$ cat src/rtl/pss_pkg.sv
// Shared types and constants for the picture snapshot sequencer:
// FSM state encoding, register offset table and the timed-out read fill value.
package pss_pkg;

    typedef enum logic [1:0] {
        ST_IDLE,
        ST_REQ,
        ST_WAIT,
        ST_PUBLISH
    } pss_state_e;

    localparam int PSS_NUM_OFFSETS = 5;

    // Snapshot list, in issue order, relative to the sampled register base.
    localparam logic [31:0] OFFSETS [PSS_NUM_OFFSETS] = '{
        32'h0000_1111,
        32'h0000_1122,
        32'h0000_1133,
        32'h0000_1411,
        32'h0000_2111
    };

    localparam int                          PSS_FILL_MAX_W = 256;
    localparam logic [PSS_FILL_MAX_W-1:0] TIMEOUT_FILL   = '1;

endpackage

$ cat src/rtl/pss_wait_timer.sv
// Read-response wait timer: cleared on a grant, counts while enabled and
// saturates at TIMEOUT, where expired stays high until the next clear.
module pss_wait_timer #(
    parameter int TIMEOUT = 255
) (
    input  logic CLK,
    input  logic ARESET,
    input  logic clear,
    input  logic enable,
    output logic expired
);

    localparam int CNT_W = $clog2(TIMEOUT + 1);

    logic [CNT_W-1:0] count;

    assign expired = (count == CNT_W'(TIMEOUT));

    always_ff @(posedge CLK or posedge ARESET) begin
        if (ARESET) begin
            count <= '0;
        end else if (clear) begin
            count <= '0;
        end else if (enable && !expired) begin
            count <= count + CNT_W'(1);
        end
    end

endmodule

$ cat src/rtl/picture_snapshot_sequencer.sv
// On each picture_start rising edge, reads a fixed register list over a
// single-outstanding read port and publishes the words atomically to snap_data.
module picture_snapshot_sequencer
    import pss_pkg::*;
#(
    parameter int ADDR_W   = 32,
    parameter int DATA_W   = 32,
    parameter int NUM_REGS = 5,
    parameter int TIMEOUT  = 255
) (
    input  logic                         CLK,
    input  logic                         ARESET,
    input  logic                         picture_start,
    input  logic [ADDR_W-1:0]            reg_base,
    output logic                         rd_req,
    output logic [ADDR_W-1:0]            rd_addr,
    input  logic                         rd_gnt,
    input  logic                         rd_rvalid,
    input  logic [DATA_W-1:0]            rd_rdata,
    output logic [NUM_REGS*DATA_W-1:0]   snap_data,
    output logic                         snap_done,
    output logic                         busy,
    output logic                         err_timeout,
    output logic                         err_overrun
);

    localparam int IDX_W = (NUM_REGS > 1) ? $clog2(NUM_REGS) : 1;

    pss_state_e          state;
    logic                start_prev;
    logic                start_edge;
    logic [ADDR_W-1:0]   base_q;
    logic [IDX_W-1:0]    idx;
    logic [IDX_W-1:0]    next_idx;
    logic [DATA_W-1:0]   work [NUM_REGS];
    logic                timer_clear;
    logic                timer_en;
    logic                timer_expired;
    logic                word_done;
    logic [DATA_W-1:0]   word_value;

    assign start_edge  = picture_start & ~start_prev;
    assign next_idx    = idx + IDX_W'(1);
    assign timer_clear = (state == ST_REQ) && rd_gnt;
    assign timer_en    = (state == ST_WAIT);
    // Returned data beats an expiry landing in the same cycle.
    assign word_done   = (state == ST_WAIT) && (rd_rvalid || timer_expired);
    assign word_value  = rd_rvalid ? rd_rdata : TIMEOUT_FILL[DATA_W-1:0];

    pss_wait_timer #(
        .TIMEOUT (TIMEOUT)
    ) u_wait_timer (
        .CLK     (CLK),
        .ARESET  (ARESET),
        .clear   (timer_clear),
        .enable  (timer_en),
        .expired (timer_expired)
    );

    // NOTE: the working buffer has no reset; every entry is rewritten before
    // PUBLISH reads it, and only the reset snap_data register is ever visible.
    always_ff @(posedge CLK) begin
        if (word_done) begin
            work[idx] <= word_value;
        end
    end

    // NOTE: all state and registered outputs use non-blocking assignments so
    // every branch below sees the pre-edge values of state, idx and base_q.
    always_ff @(posedge CLK or posedge ARESET) begin
        if (ARESET) begin
            state       <= ST_IDLE;
            start_prev  <= 1'b0;
            base_q      <= '0;
            idx         <= '0;
            rd_req      <= 1'b0;
            rd_addr     <= '0;
            snap_data   <= '0;
            snap_done   <= 1'b0;
            busy        <= 1'b0;
            err_timeout <= 1'b0;
            err_overrun <= 1'b0;
        end else begin
            start_prev  <= picture_start;
            snap_done   <= 1'b0;
            err_timeout <= 1'b0;
            err_overrun <= start_edge && (state != ST_IDLE);

            case (state)
                ST_IDLE: begin
                    if (start_edge) begin
                        base_q  <= reg_base;
                        idx     <= '0;
                        rd_addr <= reg_base + ADDR_W'(OFFSETS[0]);
                        rd_req  <= 1'b1;
                        busy    <= 1'b1;
                        state   <= ST_REQ;
                    end
                end
                ST_REQ: begin
                    if (rd_gnt) begin
                        rd_req <= 1'b0;
                        state  <= ST_WAIT;
                    end
                end
                ST_WAIT: begin
                    if (word_done) begin
                        err_timeout <= !rd_rvalid;
                        if (idx == IDX_W'(NUM_REGS - 1)) begin
                            state <= ST_PUBLISH;
                        end else begin
                            idx     <= next_idx;
                            rd_addr <= base_q + ADDR_W'(OFFSETS[next_idx]);
                            rd_req  <= 1'b1;
                            state   <= ST_REQ;
                        end
                    end
                end
                ST_PUBLISH: begin
                    for (int i = 0; i < NUM_REGS; i++) begin
                        snap_data[i*DATA_W +: DATA_W] <= work[i];
                    end
                    snap_done <= 1'b1;
                    busy      <= 1'b0;
                    state     <= ST_IDLE;
                end
                default: state <= ST_IDLE;
            endcase
        end
    end

endmodule

$ cat config.mk
export PLATFORM = sky130hd
export DESIGN_NAME = picture_snapshot_sequencer
export DESIGN_NICKNAME = d
export VERILOG_FILES = /design/src/rtl/pss_pkg.sv /design/src/rtl/pss_wait_timer.sv /design/src/rtl/picture_snapshot_sequencer.sv
export SDC_FILE = /design/constraint.sdc
export NUM_CORES = 1
export LEC_CHECK = 0
export CORE_UTILIZATION = 50
export DETAILED_ROUTE_END_ITERATION = 7
export GPL_ROUTABILITY_DRIVEN = 0
export GPL_TIMING_DRIVEN = 0
export HOLD_SLACK_MARGIN = 0.02
export PLACE_DENSITY = 0.74
export REMOVE_ABC_BUFFERS = 1
export SETUP_SLACK_MARGIN = 0.1
export SYNTH_ARGS = -nofsm -noshare
export SYNTH_HDL_FRONTEND = slang
export SYNTH_HIERARCHICAL = 1
export SYNTH_SLANG_ARGS = --single-unit
$ cat constraint.sdc
create_clock -name CLK -period 15.15 [get_ports CLK]
set_input_delay 3.03 -clock CLK [delete_from_list [all_inputs] [get_ports CLK]]
set_output_delay 3.03 -clock CLK [all_outputs]
set_load 0.02 [all_outputs]
==> impl_metrics.py, run 1 <==
metrics = {
    "status": {
        "outcome": "finished clean",
    },
    "setup_path": {
        "worstSetupPathType": "input port to flop",
        "rr_worst_depth": 10,
        "startpoint_type": "input port",
        "r2r_setup_slack_ps": 11370,
        "max_stage_delay_ps": 1030,
        "cp.arrival_ps": 6220,
        "r2r_end": "rd_addr[29]$_DFFE_PP0P_",
        "crit_chain": "clkdlybuf4s50_1 > or3b_1 > a21bo_2 > nor2_4 > nand2_1 > o211ai_1 > nor3_1 > o21ai_0",
        "worst_r2r_startpoint": "u_wait_timer/count[0]$_DFFE_PP0P_",
        "end_kind": "flop",
        "crit_family": "simple AND/OR/NAND/NOR gates",
        "critPathMaxFanout": 52,
        "path_buf_inv": 1,
        "cp.depth": 8,
        "required_ps": 15560,
        "crit_path_top_delay_cell": "nor2_4",
    },
    "global_route": {
        "antenna_found_initial": 3,
        "grt_overflow": 0,
        "grt_pass1_wl_um": 57720,
        "grt_usage_pct": 22.42,
        "first_global_vias": 10300,
        "grt_max_degree": 121,
    },
    "layout": {
        "regArea_mm2": 0.01089,
        "syn_to_final_growth_pct": 27.63,
        "finalNonFillerCells": 1852,
        "multi_input_area_mm2": 0.004987,
        "nets": 1498,
        "drive_gt1_share_pct": 18.23,
        "num-fill-cells": 2313,
    },
    "clock_network": {
        "cts_buffer_depth": 3,
        "post-cts-setup-buffers": 0,
        "ctsHtreeMaxLevel": 2,
        "cts_tree": "done",
        "cts_root_buffer": "clkbuf_16",
        "clk_pin_slew_worst_paths_ps": 60,
        "cts_resized": 0,
        "cts_made_buffers": 41,
        "hold_buffers": 0,
        "insertion_delay_ps": 520,
        "cts_num_sinks": 403,
    },
    "logic_synthesis": {
        "ys.flop_type": "dfrtp_1",
        "synth-edff-count": 160,
        "synth-async-reset-ratio_pct": 60.30,
        "synthDistinctLibCells": 79,
        "synth-seq-cells": 403,
        "postSynthCellCount": 1147,
        "syn_avg_cell_area_um2": 14.06,
        "synthesis.area_mm2": 0.01613,
        "ys_warn_count": 6,
        "ys_seq_area_share_pct": 67.48,
    },
    "routing": {
        "wl_um": 36520,
        "drt_iter0_drc": 618,
        "vias": 10140,
        "drtAntennaViolNets": 0,
        "wl_per_cell_um": 19.72,
        "drtPass1Iterations": 5,
        "drc": 0,
        "vias_per_cell": 5.473,
    },
    "floorplanning": {
        "rows": 65,
        "die-width_um": 181.6,
        "die-area_mm2": 0.03299,
        "initial_utilization_pct": 50.99,
        "core-area_mm2": 0.03164,
        "io_pins": 266,
        "fp.dieH_um": 181.6,
    },
    "timing": {
        "fin_crit_ps": 5804,
        "slew_headroom_pct": 14.68,
        "finalClockSkew_ps": 12.93,
        "setup_viol": 0,
        "drv_slew": 0,
        "tightest_slew_ps": 1276,
        "max_freq_mhz": 172.3,
        "rsz0062_at_grt": "false",
        "finalSetupTns_ps": 0,
        "finalHoldViolCount": 0,
        "fin_crit_sh_pct": 38.31,
    },
    "placement": {
        "dp_hpwl_um": 23960,
        "dp.cells": 1776,
        "numPortBuffers": 265,
    },
    "power": {
        "powerDensity_mw_per_mm2": 211.3,
        "total_power_mw": 4.351,
        "p_leak_nw": 7.904,
        "ir_worst_vdd_v": 0.00008859,
    },
    "hold_path": {
        "hold_start": "start_prev$_DFF_PP0_",
        "hold_path_depth": 1,
        "hold_end": "err_overrun$_DFF_PP0_",
        "min_path_type": "flop to flop",
    },
    "job": {
        "cap_viol_max_count": 0,
    },
}
-- flip-flops by register name (all words and copies together), names as in the netlist --
name / cells
u_wait_timer/count: 8
start_prev: 1
work: 160
state: 2
err_overrun: 1
rd_addr: 32
err_timeout: 1
snap_done: 1
idx: 3
busy: 1
base_q: 32
rd_req: 1
snap_data: 160
-- report_power, final --
part | switching (mW) | leakage [nW] | total (mW) | internal (mW)
clock network | 0.394 | 0.612 | 0.947 | 0.553
registers | 0.208 | 4.36 | 1.68 | 1.47
logic | 0.882 | 2.93 | 1.73 | 0.847
total | 1.48 | 7.90 | 4.35 | 2.87
-- cells by family after synthesis --
logic type,count (synthesis),share of synthesized area [%]
AOI/OAI and AO/OA,139,6.081
buffers and inverters,63,1.792
xor gates and xnor gates,52,2.916
and+or+nand+nor,313,9.261
muxes,164,11.48
DFF,403,67.48
adders and majority gates,13,0.9928
-- per-layer routing --
| metal | vias up | share of wire [%] | GRT usage, % |
|---|---|---|---|
| li1 | 4658 | - | - |
| met1 | 5091 | 43 | 30.32 |
| met2 | 338 | 49 | 37.31 |
| met3 | 49 | 7.0 | 4.553 |
| met4 | 0 | 1.5 | 5.458 |
| met5 | - | 0 | 0 |
-- cell usage after synthesis, drive strengths merged (13+ instances only) --
master    n  area share (%)
nor3     13            0.40
nor2     45             1.2
clkbuf   29            0.67
o21ai    49             1.6
dfrtp   243              38
nand3    23            0.74
buf      20            0.72
edfxtp  160              30
xnor2    28             1.6
inv      13            0.32
a22oi    15            0.73
mux2    162              11
nand2b   35             1.4
xor2     24             1.3
nand2   143             3.3
a21oi    22            0.71
-- placed cells by master (no fill, tap or decap), drive strengths merged, types with 3 or more instances in the layout --
master         count
mux2             162
xnor2             28
a21oi             22
clkinv            12
a41oi              4
nand2b            35
nor4               3
nor2b              3
o221ai             3
nor2              45
or3                5
nor3b              5
a22oi             15
a31oi              9
nand3             23
o211ai             7
clkdlybuf4s50    264
buf               13
and3              10
dfrtp            243
o21ai             49
ha                12
o31ai              3
clkbuf            57
edfxtp           160
nand2            143
nor3              13
a221o              4
nand4             12
xor2              24
inv               15
and4               3
and2               7
-- how the worst max path moves through the flow --
stage / startpoint / to
2_1_floorplan: ARESET / base_q[0]$_DFFE_PP0P_
4_1_cts: picture_start / rd_addr[29]$_DFFE_PP0P_
5_1_grt: picture_start / rd_addr[25]$_DFFE_PP0P_
6_report: picture_start / rd_addr[29]$_DFFE_PP0P_
3_5_place_dp: picture_start / rd_addr[25]$_DFFE_PP0P_
3_3_place_gp: ARESET / snap_data[3]$_DFFE_PP0P_
-- worst register-to-register path, delay by kind of cell, from the launching register on --
family,cells,cell delay [ps]
flops,1,400
fa+ha+maj,1,300
compound gates,4,970
simple gates,5,2000
-- stage by stage --
step | hold WS [ps] | setup slack [ps] | util [%] | area (µm²)
after floorplan | 403.1 | 5674 | - | 15890
after global placement | 419.9 | 2199 | 60.21 | 19050
after detailed placement | 444.8 | 8867 | 61.08 | 19320
after CTS | 452.8 | 9374 | 65.07 | 20580
after global routing | 482.9 | 9188 | 65.07 | 20580
final | 445.2 | 9346 | 65.08 | 20590
-- cell type report --
| type | instances | area share (%) |
|---|---|---|
| clock inverters | 17 | 0.6502 |
| inverters | 13 | 0.2856 |
| multi-input cells | 681 | 24.22 |
| flip-flops and latches | 403 | 52.87 |
| clock buffers | 57 | 5.469 |
| diodes | 2 | 0.02431 |
| repair buffers | 277 | 14.04 |
| well taps | 402 | 2.443 |
No activity file was read; power rests on OpenSTA's default activity.
==> run 2, diff against run 1 <==
clock period = 5.4 ns   (was 15.15 ns; I/O delays follow)
==> results of run 2 <==
The final DEF is identical to that of run 1. Status: finished clean.
Main changes from that run: setup slack after placement 8867 ps -> 1067 ps; setup slack after layout 9346 ps -> 1546 ps; register-to-register setup slack 11370 ps -> 1620 ps; total power 4.351 mW -> 12.21 mW; worst IR drop on VDD 0.00008859 V -> 0.0002485 V
==> run 3, diff against run 2 <==
CORE_UTILIZATION = 48   (was 50)
clock period = 3.1 ns   (was 5.4 ns; I/O delays follow)
==> run 3 against run 2 <==
Against the previous run: clock-buffer cell count is 3 higher; core utilization is 0.35 points lower; clock skew is 8.4 ps higher; clock power is 85% higher; final area is 3.1% higher; routed wire length is 7.3% higher; die area is 4.1% higher; worst hold slack worse by 3.6 ps; sequential cell count stayed put; critical path type is now flop to flop; largest cell class unchanged.
==> impl_metrics.py, run 3 (same netlist as run 1, synthesis figures left out) <==
metrics = {
    "status": {
        "outcome": "finished clean",
    },
    "timing": {
        "fin_crit_ps": 3002,
        "slew_headroom_pct": 41.88,
        "tightest_slew_ps": 871.8,
        "max_freq_mhz": 333.2,
        "finalWorstSetupSlack_ps": 98.38,
        "holdWs_ps": 441.6,
        "fin_crit_sh_pct": 96.83,
        "setup_viol": 0,
        "finalHoldViolCount": 0,
        "drv_slew": 0,
        "finalClockSkew_ps": 21.34,
        "rsz0062_at_grt": "true",
    },
    "global_route": {
        "grt_pass1_wl_um": 59460,
        "use_met3_pct": 4.876,
        "grt_util_met1_pct": 30.00,
        "top_usage_layer": "met2",
        "antenna_found_initial": 0,
        "grt_util_met2_pct": 37.45,
        "grt_max_degree": 123,
        "first_global_vias": 10630,
        "grt_overflow": 0,
        "grt_usage_pct": 22.58,
    },
    "power": {
        "p_int_mw": 14.39,
        "powerDensity_mw_per_mm2": 1041,
        "p_clk_share_pct": 22.3,
        "p_sw_mw": 7.694,
        "p_comb_share_pct": 40.5,
        "pwr-share-seq_pct": 37.2,
        "p_leak_nw": 8.115,
        "p_sw_share_pct": 34.83,
        "total_power_mw": 22.09,
        "ir_worst_vdd_v": 0.0004822,
    },
    "clock_network": {
        "cts_buffer_depth": 3,
        "cts_tree": "done",
        "hold_buffers": 0,
        "insertion_delay_ps": 540,
        "ctsHtreeMaxLevel": 2,
        "cts_made_buffers": 42,
        "clk_pin_slew_worst_paths_ps": 60,
        "cts_num_sinks": 403,
        "cts_root_buffer": "clkbuf_16",
    },
    "floorplanning": {
        "io_pins": 266,
        "core-area_mm2": 0.03278,
        "initial_utilization_pct": 49.21,
        "fp.dieH_um": 185.3,
        "rows": 66,
        "die-area_mm2": 0.03435,
        "die-width_um": 185.3,
    },
    "layout": {
        "reg_top3": "snap_data: 160 flops, work: 160 flops",
        "final_area_mm2": 0.02122,
        "syn_to_final_growth_pct": 31.55,
        "finalNonFillerCells": 1926,
        "drive_gt1_share_pct": 22.72,
        "final_cell_mix": "clkdlybuf4s50_1 (264), dfrtp_1 (241), mux2_2 (160), edfxtp_1 (160), nand2_1 (141)",
        "final_common_cell": "clkdlybuf4s50_1",
        "nets": 1530,
        "num-fill-cells": 2398,
        "multi_input_area_mm2": 0.005235,
        "regArea_mm2": 0.01089,
    },
    "setup_path": {
        "rr_worst_depth": 14,
        "cp.arrival_ps": 3420,
        "critPathMaxFanout": 5,
        "worstSetupPathType": "flop to flop",
        "required_ps": 3520,
        "worst_r2r_startpoint": "idx[0]$_DFFE_PP0P_",
        "r2r_setup_slack_ps": 100,
        "startpoint_type": "flop",
        "r2r_end": "rd_addr[31]$_DFFE_PP0P_",
        "end_kind": "flop",
    },
    "routing": {
        "vias": 10510,
        "vias_per_cell": 5.457,
        "wl_um": 39190,
        "wl_per_cell_um": 20.35,
        "drc": 0,
        "drt_iter0_drc": 852,
        "drtPass1Iterations": 5,
        "drtAntennaViolNets": 0,
    },
    "placement": {
        "dp.cells": 1816,
        "dp_slack_ps": -838.8,
        "placed_area_mm2": 0.01938,
        "numPortBuffers": 265,
        "dp_hpwl_um": 24340,
    },
    "hold_path": {
        "hold_path_depth": 1,
        "hold_end": "err_overrun$_DFF_PP0_",
        "min_path_type": "flop to flop",
        "hold_start": "start_prev$_DFF_PP0_",
    },
    "job": {
        "cap_viol_max_count": 0,
    },
}
## run 3: layout make-up
type	count	area share, %
sequential	403	51.31
antenna	1	0.01179
timing repair buffer	301	14.58
inverter	13	0.2948
multi-input combinational	687	24.67
tap	442	2.606
clock buffer	60	5.743
timing repair inverter	1	0.02358
clock inverter	18	0.7665
## run 3: power by group through the flow
stage / clock [mW] / sequential (mW) / combinational [mW]
floorplan: 0 / 9.69 / 3.29
global placement: 0 / 8.21 / 8.46
detailed placement: 0 / 8.29 / 8.49
CTS: 5.04 / 8.20 / 8.72
global route: 5.26 / 8.40 / 9.50
finish: 4.93 / 8.21 / 8.94
## run 3: critical path, stage by stage (launching register included)
cell,delay [ps]
dfrtp_2,450
ha_4,200
xor2_4,160
inv_4,80
and2_4,160
inv_1,70
ha_4,290
nand3_4,80
o21a_1,210
o21ai_2,210
o211ai_2,150
buf_4,170
o31ai_4,260
a21oi_2,100
a221o_1,280
## run 3: worst max-delay path by stage
stage                             from                         to  slack [ps]  depth (start not counted)
floorplan                       ARESET      base_q[0]$_DFFE_PP0P_       -3970                          1
global placement                ARESET  snap_data[73]$_DFFE_PP0P_       -7460                          2
detailed placement       picture_start    rd_addr[25]$_DFFE_PP0P_        -840                          8
CTS                 idx[1]$_DFFE_PP0P_    rd_addr[22]$_DFFE_PP0P_         100                         14
global route        idx[0]$_DFFE_PP0P_    rd_addr[31]$_DFFE_PP0P_          50                         14
finish              idx[0]$_DFFE_PP0P_    rd_addr[31]$_DFFE_PP0P_         100                         14
## run 3: through the flow
step	setup TNS (ps)	util, %
after global placement	-3037810	58.26
after detailed placement	-23420	59.12
after global routing	0	64.72
after CTS	0	64.12
final	0	64.73
after floorplan	-1244340	-
## run 3: timing repair
action	in CTS	in global routing
buffers inserted	15	8
gates cloned	3	4
setup endpoints to repair	110	41
pin swaps	9	16
gates resized for setup	19	24
## run 3: metal layers
layer / vias up / wire (µm)
li1: 4735 / -
met1: 5274 / 16000
met2: 431 / 18960
met3: 70 / 3366
met4: 0 / 867
met5: - / 0
